**config.mk**
```make
export PLATFORM = sky130hd
export DESIGN_NAME = fetch_controller_flat
export DESIGN_NICKNAME = d
export VERILOG_FILES = /design/src/rtl/fetch_controller_if.sv /design/src/rtl/fetch_controller.sv /design/src/flat_wrapper.sv
export SDC_FILE = /design/constraint.sdc
export NUM_CORES = 1
export LEC_CHECK = 0
export ABC_CLOCK_PERIOD_IN_PS = 2050
export CORE_MARGIN = 1
export CORE_UTILIZATION = 45
export DETAILED_ROUTE_END_ITERATION = 12
export GPL_ROUTABILITY_DRIVEN = 0
export PLACE_DENSITY = 0.82
export SYNTH_ARGS = -nofsm -noshare
export SYNTH_HDL_FRONTEND = slang
export SYNTH_SLANG_ARGS = --single-unit
```
**constraint.sdc**
```tcl
create_clock -name clock -period 2.05 [get_ports clock]
set_input_delay 0.41 -clock clock [delete_from_list [all_inputs] [get_ports clock]]
set_output_delay 0.41 -clock clock [all_outputs]
set_load 0.05 [all_outputs]
```
**src/rtl/fetch_controller_if.sv**
```systemverilog
// Bundle of fetch-side signals between the fetch controller, instruction memory and pipeline.
// FETCH_PERF_EN adds the fetch_count performance counter to the bundle.
interface fetch_controller_if #(
  parameter int ADDR_W  = 16,
  parameter int INSTR_W = 16
);
  logic               start;
  logic [ADDR_W-1:0]  imem_addr;
  logic [INSTR_W-1:0] imem_data;
  logic               stall;
  logic               flush;
  logic [ADDR_W-1:0]  branch_target;
  logic [INSTR_W-1:0] ifid_instr;
  logic [ADDR_W-1:0]  ifid_pc;
  logic               ifid_valid;
  logic               halted;
`ifdef FETCH_PERF_EN
  logic [15:0]        fetch_count;
`endif

  modport master (
    input  start,
    input  imem_data,
    input  stall,
    input  flush,
    input  branch_target,
`ifdef FETCH_PERF_EN
    output fetch_count,
`endif
    output imem_addr,
    output ifid_instr,
    output ifid_pc,
    output ifid_valid,
    output halted
  );

  modport slave (
    output start,
    output imem_data,
    output stall,
    output flush,
    output branch_target,
`ifdef FETCH_PERF_EN
    input  fetch_count,
`endif
    input  imem_addr,
    input  ifid_instr,
    input  ifid_pc,
    input  ifid_valid,
    input  halted
  );
endinterface

```
**src/rtl/fetch_controller.sv**
```systemverilog
// Instruction-fetch sequencer: owns the PC, loads IF/ID, handles stall/flush/halt.
// Define FETCH_PERF_EN to add the saturating fetch_count performance counter.
module fetch_controller #(
  parameter int ADDR_W   = 16,
  parameter int INSTR_W  = 16,
  parameter int PC_STEP  = 2,
  parameter int PC_RESET = 0,
  parameter int PC_MAX   = 50
) (
  input  logic              clock,
  input  logic              reset,
  fetch_controller_if.master bus
);

  typedef enum logic [1:0] {
    IDLE,
    FETCH,
    HALT
  } fetchState_t;

  fetchState_t        state;
  logic [ADDR_W-1:0]  programCounter;
  logic [INSTR_W-1:0] ifidInstr;
  logic [ADDR_W-1:0]  ifidPc;
  logic               ifidValid;
  logic               haltedReg;
  logic [ADDR_W-1:0]  redirectPc;
  logic               haltCondition;

  // Instructions live at even addresses, so a branch target is forced even.
  assign redirectPc    = bus.branch_target & ~ADDR_W'(1);
  assign haltCondition = (bus.imem_data == '0) || (programCounter > ADDR_W'(PC_MAX));

  always_ff @(posedge clock or negedge reset) begin
    if (!reset) begin
      state          <= IDLE;
      programCounter <= ADDR_W'(PC_RESET);
      ifidInstr      <= '0;
      ifidPc         <= '0;
      ifidValid      <= 1'b0;
      haltedReg      <= 1'b0;
    end else begin
      case (state)
        IDLE: begin
          if (bus.start) begin
            state <= FETCH;
          end
        end
        FETCH: begin
          if (bus.flush) begin
            programCounter <= redirectPc;
            ifidValid      <= 1'b0;
            ifidInstr      <= '0;
          end else if (bus.stall) begin
            programCounter <= programCounter;
          end else if (haltCondition) begin
            state     <= HALT;
            haltedReg <= 1'b1;
            ifidValid <= 1'b0;
          end else begin
            ifidInstr      <= bus.imem_data;
            ifidPc         <= programCounter;
            ifidValid      <= 1'b1;
            programCounter <= programCounter + ADDR_W'(PC_STEP);
          end
        end
        HALT: begin
          ifidValid <= 1'b0;
        end
        default: begin
          state <= IDLE;
        end
      endcase
    end
  end

`ifdef FETCH_PERF_EN
  logic [15:0] fetchCount;

  // Counts exactly the edges that load a real instruction into IF/ID.
  always_ff @(posedge clock or negedge reset) begin
    if (!reset) begin
      fetchCount <= '0;
    end else if ((state == FETCH) && !bus.flush && !bus.stall && !haltCondition
                 && (fetchCount != 16'hFFFF)) begin
      fetchCount <= fetchCount + 16'd1;
    end
  end

  assign bus.fetch_count = fetchCount;
`endif

  assign bus.imem_addr  = programCounter;
  assign bus.ifid_instr = ifidInstr;
  assign bus.ifid_pc    = ifidPc;
  assign bus.ifid_valid = ifidValid;
  assign bus.halted     = haltedReg;

endmodule

```
**src/flat_wrapper.sv**
```systemverilog
// flat-port wrapper written by rule: the top's interface ports become plain ports
module fetch_controller_flat 
#(
  parameter int ADDR_W   = 16,
  parameter int INSTR_W  = 16,
  parameter int PC_STEP  = 2,
  parameter int PC_RESET = 0,
  parameter int PC_MAX   = 50
)
  (clock, reset, bus_start, bus_imem_data, bus_stall, bus_flush, bus_branch_target, bus_imem_addr, bus_ifid_instr, bus_ifid_pc, bus_ifid_valid, bus_halted);
  fetch_controller_if #(.ADDR_W(ADDR_W), .INSTR_W(INSTR_W)) bus_i ();
  input  logic clock;
  input  logic reset;
  input wire logic [$bits(bus_i.start)-1:0] bus_start;
  input wire logic [$bits(bus_i.imem_data)-1:0] bus_imem_data;
  input wire logic [$bits(bus_i.stall)-1:0] bus_stall;
  input wire logic [$bits(bus_i.flush)-1:0] bus_flush;
  input wire logic [$bits(bus_i.branch_target)-1:0] bus_branch_target;
  output wire logic [$bits(bus_i.imem_addr)-1:0] bus_imem_addr;
  output wire logic [$bits(bus_i.ifid_instr)-1:0] bus_ifid_instr;
  output wire logic [$bits(bus_i.ifid_pc)-1:0] bus_ifid_pc;
  output wire logic [$bits(bus_i.ifid_valid)-1:0] bus_ifid_valid;
  output wire logic [$bits(bus_i.halted)-1:0] bus_halted;
  assign bus_i.start = bus_start;
  assign bus_i.imem_data = bus_imem_data;
  assign bus_i.stall = bus_stall;
  assign bus_i.flush = bus_flush;
  assign bus_i.branch_target = bus_branch_target;
  assign bus_imem_addr = bus_i.imem_addr;
  assign bus_ifid_instr = bus_i.ifid_instr;
  assign bus_ifid_pc = bus_i.ifid_pc;
  assign bus_ifid_valid = bus_i.ifid_valid;
  assign bus_halted = bus_i.halted;
  fetch_controller #(.ADDR_W(ADDR_W), .INSTR_W(INSTR_W), .PC_STEP(PC_STEP), .PC_RESET(PC_RESET), .PC_MAX(PC_MAX)) u_core (.clock(clock), .reset(reset), .bus(bus_i));
endmodule
```
==> impl_metrics.env <==
export IMPL_status="completed"
export IMPL_grt_pass1_wl_um=9380
export IMPL_post_route_cell_area_um2=3520
export IMPL_pwr_share_seq=0.321
export IMPL_path_max_fanout=6
export IMPL_dr_pass1_iters=4
export IMPL_htreeDepth=2
export IMPL_die_area_um2=5680
export IMPL_cap_violations=0
export IMPL_via_per_inst=5.41
export IMPL_track_usage=0.218
export IMPL_use_met3=0.0357
export IMPL_crit_path_start_kind="flip-flop"
export IMPL_core_area_um2=5140
export IMPL_holdBufCountCts=0
export IMPL_nets=349
export IMPL_power_density_nw_per_um2=1440
export IMPL_n_fill_cell=429
export IMPL_grt_ovfl_total=0
export IMPL_root_buffer="clkbuf_8"
export IMPL_critPathSlowestCell="clkdlybuf4s50_1"
export IMPL_slowest_delay_ns=0.83
export IMPL_vias=2065
export IMPL_grt_util_met2=0.352
export IMPL_yosysSeqAreaShare=0.517
export IMPL_leakage_nw=1.48
export IMPL_vdd_ir_drop_max_mv=0.940
export IMPL_max_freq_mhz=505
export IMPL_fp_dieW_um=75.4
export IMPL_crit_path_cell_trace="clkdlybuf4s50_1"
export IMPL_rr_worst_depth=5
export IMPL_min_path_type="primary input to asynchronous set/reset pin"
export IMPL_antenna_found_initial=0
export IMPL_report_final_slew_viol_count=0
export IMPL_placed_area_um2=3430
export IMPL_layout_setup_ws_ns=0.0714
export IMPL_netSwitchingFraction=0.467
export IMPL_die_h_um=75.4
export IMPL_setup_viol=0
export IMPL_p_int_mw=2.70
export IMPL_tns_ns=0
export IMPL_postSynthCellCount=217
export IMPL_fin_total_pwr_mw=5.07
export IMPL_busiest_layer="met2"
export IMPL_drive_gt1_frac=0.167
export IMPL_yosysUniqueCellTypes=38
export IMPL_place_ws_ns=-0.123
export IMPL_hpwlAfterDp_um=4180
export IMPL_cts_buffers_inserted=5
export IMPL_finalHoldViolations=0
export IMPL_crit_type="flip-flop to output port"
export IMPL_critPathBufInv=1
export IMPL_slew_limit_headroom=0.593
export IMPL_io_buffers=83
export IMPL_cts_clk_slew_worst_paths_ns=0.09
export IMPL_p_sw_mw=2.36
export IMPL_arrival_ns=1.57
export IMPL_grt_max_degree=51
export IMPL_cts_buffer_depth=2
export IMPL_avgRoutedWirePerCell_um=15.2
export IMPL_cts_resized_gates=0
export IMPL_period_share=0.965
export IMPL_io_pins=87
export IMPL_tightest_slew_ns=0.610
export IMPL_cts_setup_buffers=0
export IMPL_required_ns=1.64
export IMPL_p_comb_frac=0.569
export IMPL_drtIter0Drc=145
export IMPL_rsz0062_at_grt="no"
export IMPL_post_route_min_period_ns=1.98
export IMPL_reg2reg_from="u_core.bus.imem_addr[12]"
export IMPL_startpoint="u_core.bus.imem_addr[4]"
export IMPL_cts_sink_count=50
export IMPL_grt_util_met1=0.305
export IMPL_p_clk_frac=0.110
export IMPL_antenna_cells=0
export IMPL_finClkSkew_ns=0.00625
export IMPL_placementRows=26
export IMPL_syn_to_final_growth_pct=45.5
export IMPL_synth_seq_cells=50
export IMPL_syn_avg_cell_area_um2=11.2
export IMPL_antenna_left=0
export IMPL_yosysWarningCount=0
export IMPL_cp_end_kind="output port"
export IMPL_r2r_slack_ns=0.23
export IMPL_synth_area_um2=2420
export IMPL_crit_family="buffers and inverters"
export IMPL_totalWireLength_um=5790
export IMPL_grt_pass1_vias=1947
export IMPL_drc=0
export IMPL_r2r_end="u_core.bus.ifid_pc[2]"
export IMPL_clkLatencyLatePin_ns=0.30
export IMPL_cts_tree="yes"
export IMPL_initial_utilization=0.471
## synth_stat cells
library cell  count  area, um^2
o22ai_1           2        12.5
conb_1            1        3.75
nand3_1           4        20.0
and2_1           10        62.6
buf_1             1        3.75
nor4b_4           1        23.8
a21oi_1          18        90.1
buf_2             3        15.0
a311oi_1          1        8.76
nor4_1            7        43.8
mux2_2           15         169
ha_1              1        12.5
nor3_1            2        10.0
nand4_1           2        12.5
clkbuf_1         11        41.3
buf_6             3        33.8
buf_4             2        15.0
o311ai_0          1        8.76
o311ai_1          1        8.76
o211ai_1          1        7.51
a221o_1          16         160
nand3b_1          1        7.51
nor2b_1           2        12.5
and3_1            2        12.5
and4_1            1        8.76
nand2b_1         19         119
a31oi_1           1        6.26
a211oi_1          4        30.0
and2_4            1        8.76
nor3b_1          16         120
nor2_1            5        18.8
dfrtp_1          50        1250
a21o_1            1        7.51
a22oi_1           1        7.51
inv_1             2        7.51
a22o_1            1        8.76
a32oi_1           1        8.76
nand2_1           6        22.5
## cells in the final DEF, fill, tap and decap left out, types with 2 or more instances in the layout
master	Yosys	routed
nor2b_1	2	2
clkbuf_8	0	5
dfrtp_1	50	50
a221o_1	16	16
nand4_1	2	2
o22ai_1	2	2
nand2b_1	19	19
clkdlybuf4s50_1	0	79
nor2_1	5	5
nor4_1	7	7
nand3_1	4	4
nor3_1	2	2
mux2_2	15	15
a211oi_1	4	4
nor3b_1	16	16
buf_12	0	3
nand2_1	6	6
and3_1	2	2
a21oi_1	18	18
conb_1	1	2
and2_1	10	10
buf_4	2	23
inv_1	2	2
## power groups by stage
stage | Clock, mW | Sequential [mW] | Combinational (mW)
2_1_floorplan | 0 | 2.70 | 0.765
3_3_place_gp | 0 | 1.63 | 2.85
3_5_place_dp | 0 | 1.64 | 2.88
4_1_cts | 0.576 | 1.63 | 2.90
5_1_grt | 0.609 | 1.68 | 3.04
6_report | 0.556 | 1.63 | 2.88
## state kept, by name, indices dropped and copies added (netlist names)
name and count:
u_core.bus.halted 1, u_core.bus.ifid_instr 16, u_core.bus.ifid_pc 15, u_core.bus.ifid_valid 1
u_core.bus.imem_addr 15, u_core.state 2
## area by class of cell
| type | instances | area, um^2 | area share |
|---|---|---|---|
| timing repair buffer | 106 | 1030 | 0.292 |
| clock buffer | 5 | 68.8 | 0.0195 |
| multi-input combinational | 146 | 1060 | 0.300 |
| inverter | 2 | 7.51 | 0.00213 |
| tap | 70 | 87.6 | 0.0249 |
| sequential | 50 | 1250 | 0.355 |
| clock inverter | 3 | 21.3 | 0.00604 |
## worst max-delay path by stage
stage | depth (start not counted) | slack (ns) | endpoint
after global routing | 1 | 0.02 | bus_imem_addr[4]
after global placement | 6 | -0.09 | u_core.bus.ifid_pc[4]
after detailed placement | 6 | -0.12 | u_core.bus.ifid_pc[2]
final | 1 | 0.07 | bus_imem_addr[4]
after CTS | 1 | 0.05 | bus_imem_addr[4]
after floorplan | 7 | 0.03 | u_core.bus.ifid_instr[10]
## through the flow
stage	instances	hold slack, ns	utilization
2_1_floorplan	218	0.114	-
3_3_place_gp	374	0.441	0.668
3_5_place_dp	374	0.450	0.668
4_1_cts	382	0.216	0.685
5_1_grt	382	0.263	0.685
6_report	382	0.199	0.685
## per-layer routing
layer,wire length [um],vias to the layer above,share of wire
met2,2830,63,0.49
met4,82,0,0.014
met1,2610,1000,0.45
met5,0,-,0
li1,-,994,-
met3,267,8,0.046
## cell families (layout without fill, tap and decap cells)
logic type,Yosys count,count (layout),synth area share
compound gates,49,49,0.151
fa+ha+maj,1,1,0.00517
buf+inv,22,116,0.0481
flops,50,50,0.517
mux,15,15,0.0698
other cells,1,2,0.00155
simple gates,79,79,0.208
(Power assumes the default switching activity.)
